`config.mk`:
```
export PLATFORM = sky130hd
export DESIGN_NAME = dsp_mac_sequencer
export DESIGN_NICKNAME = d
export VERILOG_FILES = /design/src/rtl/dsp_mac_sequencer.sv
export SDC_FILE = /design/constraint.sdc
export NUM_CORES = 1
export LEC_CHECK = 0
export CORE_MARGIN = 2
export CORE_UTILIZATION = 62
export CTS_BUF_LIST = sky130_fd_sc_hd__clkbuf_2
export DETAILED_ROUTE_END_ITERATION = 16
export GPL_ROUTABILITY_DRIVEN = 0
export PLACE_DENSITY = 0.83
export SYNTH_ARGS = -nofsm -noshare
export SYNTH_HDL_FRONTEND = slang
export SYNTH_SLANG_ARGS = --single-unit
```
`constraint.sdc`:
```
create_clock -name CLK -period 3.8 [get_ports CLK]
set_input_delay 0.76 -clock CLK [delete_from_list [all_inputs] [get_ports CLK]]
set_output_delay 0.76 -clock CLK [all_outputs]
set_load 0.02 [all_outputs]
```
`src/rtl/dsp_mac_sequencer.sv`:
```
// -----------------------------------------------------------------------------
// dsp_mac_sequencer
// Control sequencer for a single DSP48A1 slice running multiply-accumulate
// bursts. A burst length is taken with start; operand pairs are then accepted
// over a valid/ready handshake while the A/B, M and P clock enables and the
// accumulate-select bit are driven so that P ends up holding the burst's sum
// of products. done pulses at the edge where the final product lands in P.
//
// Ports:
//   CLK        in   clock, rising edge
//   rst        in   synchronous active-high reset
//   start      in   begin a burst (sampled only in IDLE)
//   len        in   burst length in operand pairs (sampled with start)
//   op_valid   in   operand pair present on the slice A/B inputs
//   op_ready   out  pair is accepted this cycle if op_valid
//   CE_AB      out  A/B input register enable (equals the accept strobe)
//   CE_M       out  M register enable
//   CE_P       out  P register enable
//   OPMODE_ACC out  0: P = M, 1: P = P + M
//   busy       out  burst in progress (RUN or DRAIN)
//   done       out  one-cycle pulse, final product is in P
//   err        out  one-cycle pulse on a len=0 start or a watchdog abort
//
// Configuration macro:
//   MAC_SEQ_TIMEOUT_EN  compiles in the RUN idle watchdog (TIMEOUT cycles).
// -----------------------------------------------------------------------------
module dsp_mac_sequencer #(
  parameter int unsigned CNT_WIDTH = 8,
  parameter int unsigned TIMEOUT   = 16
) (
  input  logic                 CLK,
  input  logic                 rst,
  input  logic                 start,
  input  logic [CNT_WIDTH-1:0] len,
  input  logic                 op_valid,
  output logic                 op_ready,
  output logic                 CE_AB,
  output logic                 CE_M,
  output logic                 CE_P,
  output logic                 OPMODE_ACC,
  output logic                 busy,
  output logic                 done,
  output logic                 err
);

  typedef enum logic [1:0] {
    S_IDLE  = 2'd0,
    S_RUN   = 2'd1,
    S_DRAIN = 2'd2
  } state_t;

  state_t               r_state;
  logic [CNT_WIDTH-1:0] r_remaining;
  logic [CNT_WIDTH-1:0] r_len;
  logic [CNT_WIDTH-1:0] r_pcnt;
  logic                 r_first;
  logic                 r_tok0_v;
  logic                 r_tok0_f;
  logic                 r_tok1_v;
  logic                 r_tok1_f;
  logic                 r_op_ready;
  logic                 r_busy;
  logic                 r_done;
  logic                 r_err;

  logic w_accept;
  logic w_last_accept;
  logic w_last_p;
  logic w_abort;

  assign w_accept      = op_valid & r_op_ready;
  assign w_last_accept = w_accept && (r_remaining == CNT_WIDTH'(1));
  // P update for the len-th token of the burst
  assign w_last_p      = r_tok1_v && (r_pcnt == (r_len - CNT_WIDTH'(1)));

`ifdef MAC_SEQ_TIMEOUT_EN
  localparam int unsigned IDLE_W = $clog2(TIMEOUT + 1);

  logic [IDLE_W-1:0] r_idle;

  // Consecutive RUN cycles without an accept
  always_ff @(posedge CLK) begin
    if (rst) begin
      r_idle <= '0;
    end else if ((r_state != S_RUN) || w_accept) begin
      r_idle <= '0;
    end else begin
      r_idle <= r_idle + IDLE_W'(1);
    end
  end

  // Abort on the edge where the idle count would reach TIMEOUT
  assign w_abort = (r_state == S_RUN) && !w_accept &&
                   (r_idle == IDLE_W'(TIMEOUT - 1));
`else
  // Watchdog absent: RUN waits forever; TIMEOUT only appears as a constant
  assign w_abort = 1'b0 & (TIMEOUT == 0);
`endif

  // Burst FSM, token pipeline and registered status outputs
  always_ff @(posedge CLK) begin
    if (rst) begin
      r_state     <= S_IDLE;
      r_remaining <= '0;
      r_len       <= '0;
      r_pcnt      <= '0;
      r_first     <= 1'b0;
      r_tok0_v    <= 1'b0;
      r_tok0_f    <= 1'b0;
      r_tok1_v    <= 1'b0;
      r_tok1_f    <= 1'b0;
      r_op_ready  <= 1'b0;
      r_busy      <= 1'b0;
      r_done      <= 1'b0;
      r_err       <= 1'b0;
    end else begin
      r_done <= 1'b0;
      r_err  <= 1'b0;

      // Tokens advance every cycle; bubbles simply leave an empty slot
      r_tok1_v <= r_tok0_v;
      r_tok1_f <= r_tok0_f;
      r_tok0_v <= w_accept;
      r_tok0_f <= w_accept & r_first;

      if (w_accept) begin
        r_first     <= 1'b0;
        r_remaining <= r_remaining - CNT_WIDTH'(1);
      end

      if (r_tok1_v) begin
        r_pcnt <= r_pcnt + CNT_WIDTH'(1);
      end

      case (r_state)
        S_IDLE: begin
          if (start) begin
            if (len == '0) begin
              r_err <= 1'b1;
            end else begin
              r_state     <= S_RUN;
              r_remaining <= len;
              r_len       <= len;
              r_pcnt      <= '0;
              r_first     <= 1'b1;
              r_op_ready  <= 1'b1;
              r_busy      <= 1'b1;
            end
          end
        end

        S_RUN: begin
          if (w_last_accept) begin
            r_state    <= S_DRAIN;
            r_op_ready <= 1'b0;
          end else if (w_abort) begin
            r_state    <= S_IDLE;
            r_op_ready <= 1'b0;
            r_busy     <= 1'b0;
            r_err      <= 1'b1;
            r_tok0_v   <= 1'b0;
            r_tok0_f   <= 1'b0;
            r_tok1_v   <= 1'b0;
            r_tok1_f   <= 1'b0;
          end
        end

        S_DRAIN: begin
          if (w_last_p) begin
            r_state <= S_IDLE;
            r_busy  <= 1'b0;
            r_done  <= 1'b1;
          end
        end

        default: begin
          r_state    <= S_IDLE;
          r_op_ready <= 1'b0;
          r_busy     <= 1'b0;
        end
      endcase
    end
  end

  assign op_ready   = r_op_ready;
  assign CE_AB      = w_accept;
  assign CE_M       = r_tok0_v;
  assign CE_P       = r_tok1_v;
  assign OPMODE_ACC = r_tok1_v & ~r_tok1_f;
  assign busy       = r_busy;
  assign done       = r_done;
  assign err        = r_err;

endmodule
```
==> summary.txt, run 1 <==
Critical path
  • CP Launch Point: op_valid
  • Slowest CP cell: clkdlybuf4s50_1
  • WP data required: 3.04 ns
  • Worst EP arrival: 2.16 ns
  • Setup CP Type: in2out
  • Reg2Reg Launch Point: r_state[0]
  • Crit-path max FO: 7
  • CP dominant cell by count: clkdlybuf4s50_1
  • Cell chain of the critical path: clkdlybuf4s50_1, nand2_1, inv_1, clkdlybuf4s50_1
  • Critical path launch point type: input pin
  • Crit path capture type: primary output
  • Crit path largest cell delay: 0.60 ns

Placed design
  • Port buffer count: 19
  • Dpl hpwl: 2860 um

Cells and area
  • Ant. Diodes: 0
  • Commonest non-fill, non-tap cells in the layout: dfxtp_1, clkdlybuf4s50_1, nand2_1
  • Final #Nets: 232
  • Fraction of layout cells with a size suffix above 1: 13.4%
  • P&R area growth vs syn: 13.5%
  • Commonest non-fill, non-tap cell in the layout: dfxtp_1

Floorplan
  • Die W: 57.7 um
  • I/O pins: 20
  • Core Area: 2760 um^2
  • # rows: 19
  • Die ar.: 3330 um^2
  • Starting Density: 64.8%
  • Die height: 57.7 um

Routing
  • Detailed Routing Iterations Pass 1: 4
  • Detail Route Antenna Nets: 0
  • Drt wl/cell: 15.6 um
  • Via/cell ratio: 6.04
  • Drt total wl: 3860 um
  • Via Count: 1,497
  • Initial DRC Count: 54
  • DR DRC count: 0

CTS
  • Clk_lat worst skew: 0.38 ns
  • Clk root buf: clkbuf_2
  • Post_cts resized: 0
  • Clock transition at path regs: 0.17 ns
  • Num CTS Buffers: 5
  • Hold buffers post-CTS: 0
  • Clock Sinks: 35
  • H-Tree Depth: 2
  • Post-CTS Setup Bufs: 0
  • CTS tree: built
  • CTS Buffer Depth: 2

STA
  • Tcrit/Tclk final: 76.8%
  • Tmin final: 2.92 ns
  • Slew Viols, Final: 0
  • Max Clk Rate: 343 MHz
  • Relative max-transition margin: 16.9%
  • RSZ-0062 raised after global routing: no
  • Slew at the pin closest to its max-slew limit: 1.25 ns
  • Setup TNS: 0 ns
  • Final setup viols: 0
  • Final Hold Vio Count: 0
  • Worst clock skew: 0.0140 ns

Logic synthesis
  • Syn_area_per_cell: 9.08 um^2
  • Synthesis warning total: 0
  • Primary FF master, synth: dfxtp_1
  • Number of synthesized flops with an enable pin: 0
  • Number of synthesized register bits: 35
  • Netlist cell types: 46
  • Syn_nets: 213
  • Sequential area share after synthesis: 39.2%
  • Synthesized instance count: 197
  • Post-Syn Area: 1790 um^2
  • Ys async rst share: 0%

Run
  • # Max-Cap Violations: 0

Power and ir drop
  • Pwr per Cell Area: 386 nW/um^2
  • Peak VDD IR: 0.356 mV
  • Final Power: 782 uW
  • Leakage: 0.000762 uW

Global routing
  • Grt met3 use: 8.48%
  • Grt peak-use layer: met2
  • First-pass GRT wire length: 6490 um
  • Initial antenna violation count: 0
  • Vias in the first global route: 1,442
  • Met2 Use GR: 42.9%
  • Gr usage total: 25.5%
  • Routing usage on met1: 30.8%
  • Largest net degree at the start of global routing: 20
  • Grt ovf: 0

Min path
  • HP Start: r_tok0_f
  • Hold Path Class: reg2reg

Status
  • Status: finished, final reports clean
routing by layer:
metal	vias up	part of all wire, %
met5	-	0
met4	0	1.6
met2	65	49
li1	723	-
met1	699	43
met3	10	6.6
flip-flops by register name, indices dropped and copies added (netlist names):
register and count:
done 1, r_pcnt 8, err 1, r_remaining 8, r_first 1, CE_M 1
r_len 8, busy 1, op_ready 1, r_tok1_f 1, CE_P 1, r_tok0_f 1
r_state 2
stage by stage:
step	cells	setup slack, ns	hold WS [ns]	area [um^2]	utilization, %
2_1_floorplan	197	1.63	0.414	1790	-
3_3_place_gp	240	0.678	0.451	1970	71.3
3_5_place_dp	240	0.505	0.445	1970	71.3
4_1_cts	248	0.887	0.489	2030	73.6
5_1_grt	248	0.775	0.497	2030	73.6
6_report	248	0.883	0.484	2030	73.6
final cells by class:
class,instances,area [um^2]
Clock buffer,5,25.0
Clock inverter,3,38.8
Fill cell,188,728
Inverter,10,37.5
Multi-Input combinational cell,143,983
Sequential cell,35,701
Tap cell,31,38.8
Timing Repair Buffer,21,205
power by group:
group,switching [uW],internal [uW]
registers,22.9,387
clock network,127,108
logic,71.4,65.7
total,221,561
worst paths after layout:
check                    to  slack (ns)  cells past startpoint
max reg2reg  r_remaining[2]        1.21                      5
min                r_tok1_f        0.48                      1
min reg2reg        r_tok1_f        0.48                      1
max                   CE_AB        0.88                      4
synthesized netlist by cell type, types with 3 or more instances:
library cell | instances | area (um^2)
o21ai_0 | 12 | 60.1
nand4_1 | 4 | 25.0
a211oi_1 | 4 | 30.0
nand2_1 | 16 | 60.1
mux2i_1 | 6 | 60.1
nor2b_1 | 3 | 18.8
xnor2_1 | 11 | 96.3
nand2b_1 | 3 | 18.8
xor2_1 | 12 | 105
nor2_1 | 15 | 56.3
a21oi_1 | 4 | 20.0
inv_1 | 10 | 37.5
nor2_2 | 8 | 50.1
and3_1 | 3 | 18.8
nor3_1 | 5 | 25.0
clkbuf_1 | 5 | 18.8
ha_1 | 4 | 50.1
dfxtp_1 | 35 | 701
cells by family after synthesis:
logic type / synth area share (%)
AOI/OAI and AO/OA: 12.9
xor gates and xnor gates: 11.3
adders and majority gates: 2.80
buffers and inverters: 5.81
DFF: 39.2
muxes: 3.36
and+or+nand+nor: 24.7
worst max-delay path: cells and delay by family:
family	cells	cell delay, ns
buffers and inverters	3	1.22
AND/OR/NAND/NOR	1	0.18
Note: power is estimated with default switching activity, not from simulation.
==> inputs of run 2 (changes only) <==
CORE_UTILIZATION = 52   (was 62)
PLACE_DENSITY = 0.74   (was 0.83)
clock period = 2.6 ns   (was 3.8 ns; I/O delays follow)
==> summary.txt, run 2 (same netlist as run 1, synthesis figures left out) <==
Floorplan
  • Core Area: 3310 um^2
  • Die W: 62.6 um
  • Die ar.: 3920 um^2
  • Die height: 62.6 um
  • I/O pins: 20
  • # rows: 21
  • Starting Density: 54.0%

Power and ir drop
  • Peak VDD IR: 0.428 mV
  • Pwr per Cell Area: 563 nW/um^2
  • Leakage: 0.000778 uW

Critical path
  • Slowest CP cell: clkdlybuf4s50_1
  • Crit-path max FO: 3
  • Critical path launch point type: input pin
  • Cell chain of the critical path: clkdlybuf4s50_1, nand2_1, inv_1, clkdlybuf4s50_1
  • WP data required: 2.08 ns
  • Worst EP arrival: 1.77 ns
  • Crit path largest cell delay: 0.59 ns
  • Setup CP Type: in2out
  • Crit path capture type: primary output
  • CP dominant cell by count: clkdlybuf4s50_1

Routing
  • DR DRC count: 0
  • Routed wl met2: 1940 um
  • Via/cell ratio: 5.42
  • Metal3 WL: 175 um
  • Drt total wl: 3880 um
  • Via Count: 1,443
  • Detail Route Antenna Nets: 0
  • Detailed Routing Iterations Pass 1: 4
  • Top sig layer: met4
  • Drt wl/cell: 14.6 um
  • Initial DRC Count: 76
  • Met1 WL: 1700 um

Global routing
  • Gr usage total: 22.2%
  • First-pass GRT wire length: 6750 um
  • Largest net degree at the start of global routing: 16
  • Grt ovf: 0
  • Vias in the first global route: 1,482
  • Initial antenna violation count: 0

STA
  • RSZ-0062 raised after global routing: no
  • Final setup viols: 0
  • Slew Viols, Final: 0
  • Worst clock skew: 0.0174 ns
  • WHS: 0.475 ns
  • Tcrit/Tclk final: 88.1%
  • Max Clk Rate: 437 MHz
  • Final Hold Vio Count: 0
  • Relative max-transition margin: 60.2%
  • Slew at the pin closest to its max-slew limit: 0.592 ns
  • Setup TNS: 0 ns
  • Tmin final: 2.29 ns

Placed design
  • Dpl cell area: 2010 um^2
  • Placed cell count: 258
  • Dpl hpwl: 2950 um
  • Port buffer count: 19

Run
  • # Max-Cap Violations: 0

CTS
  • Clock transition at path regs: 0.19 ns
  • CTS Buffer Depth: 2
  • Clock Sinks: 35
  • Clk root buf: clkbuf_2
  • CTS tree: built
  • Hold buffers post-CTS: 0
  • Post_cts resized: 0
  • Num CTS Buffers: 5
  • Post-CTS Setup Bufs: 0
  • Clk_lat worst skew: 0.40 ns
  • H-Tree Depth: 2

Cells and area
  • Final cell utilization of the core: 62.7%
  • Biggest regs: r_len x8, r_pcnt x8, r_remaining x8
  • Multi-input gate area: 983 um^2
  • FF+latch area: 701 um^2
  • Non-filler instance count after layout: 266
  • Fill cell count: 291
  • Fraction of layout cells with a size suffix above 1: 15.0%
  • Ant. Diodes: 0
  • P&R area growth vs syn: 16.1%
  • Post-route cell area: 2080 um^2
  • Commonest non-fill, non-tap cell in the layout: dfxtp_1
  • Final #Nets: 235
  • Commonest non-fill, non-tap cells in the layout: dfxtp_1, clkdlybuf4s50_1, nand2_1

Min path
  • Hold Path Class: reg2reg

Status
  • Status: finished, final reports clean
## run 2: cell types whose count changed in the layout (fill, tap and decap cells not counted)
cell / delta
buf_4: +3
clkinv_1: -1
clkinv_4: +1
## run 2: per-stage QoR
stage	worst slack (ns)	total power, uW
after floorplan	0.628	744
after global placement	0.123	801
after detailed placement	0.0307	811
after CTS	0.306	1170
after global routing	0.154	1220
final	0.310	1170
## run 2: per-layer routing
layer	vias to the layer above	global-route usage [%]
li1	723	-
met1	680	26.6
met2	33	37.8
met3	7	5.95
met4	0	8.89
met5	-	0
## run 2: final timing paths
check        startpoint        to  slack (ns)  cells past startpoint
max            op_valid     CE_AB        0.31                      4
min            r_tok0_f  r_tok1_f        0.48                      1
max reg2reg    r_len[0]      done        0.31                      7
min reg2reg    r_tok0_f  r_tok1_f        0.48                      1
## run 2: report_power, final
group,switching (uW),internal [uW],leakage [uW]
sequential,31.5,566,0.000286
clock,204,163,0.0000429
combinational,105,99.7,0.000449
total,340,829,0.000778
## run 2: layout make-up
class                   count  area share, %
well taps                  46           2.77
inverters                  10           1.81
clock buffers               5           1.21
multi-input cells         143           47.4
flip-flops and latches     35           33.8
repair buffers             24           11.0
clock inverters             3           2.11
## run 2: worst max-delay path, delay by kind of cell
| kind | cells | cell delay (ns) |
|---|---|---|
| buffers and inverters | 3 | 1.16 |
| and+or+nand+nor | 1 | 0.08 |
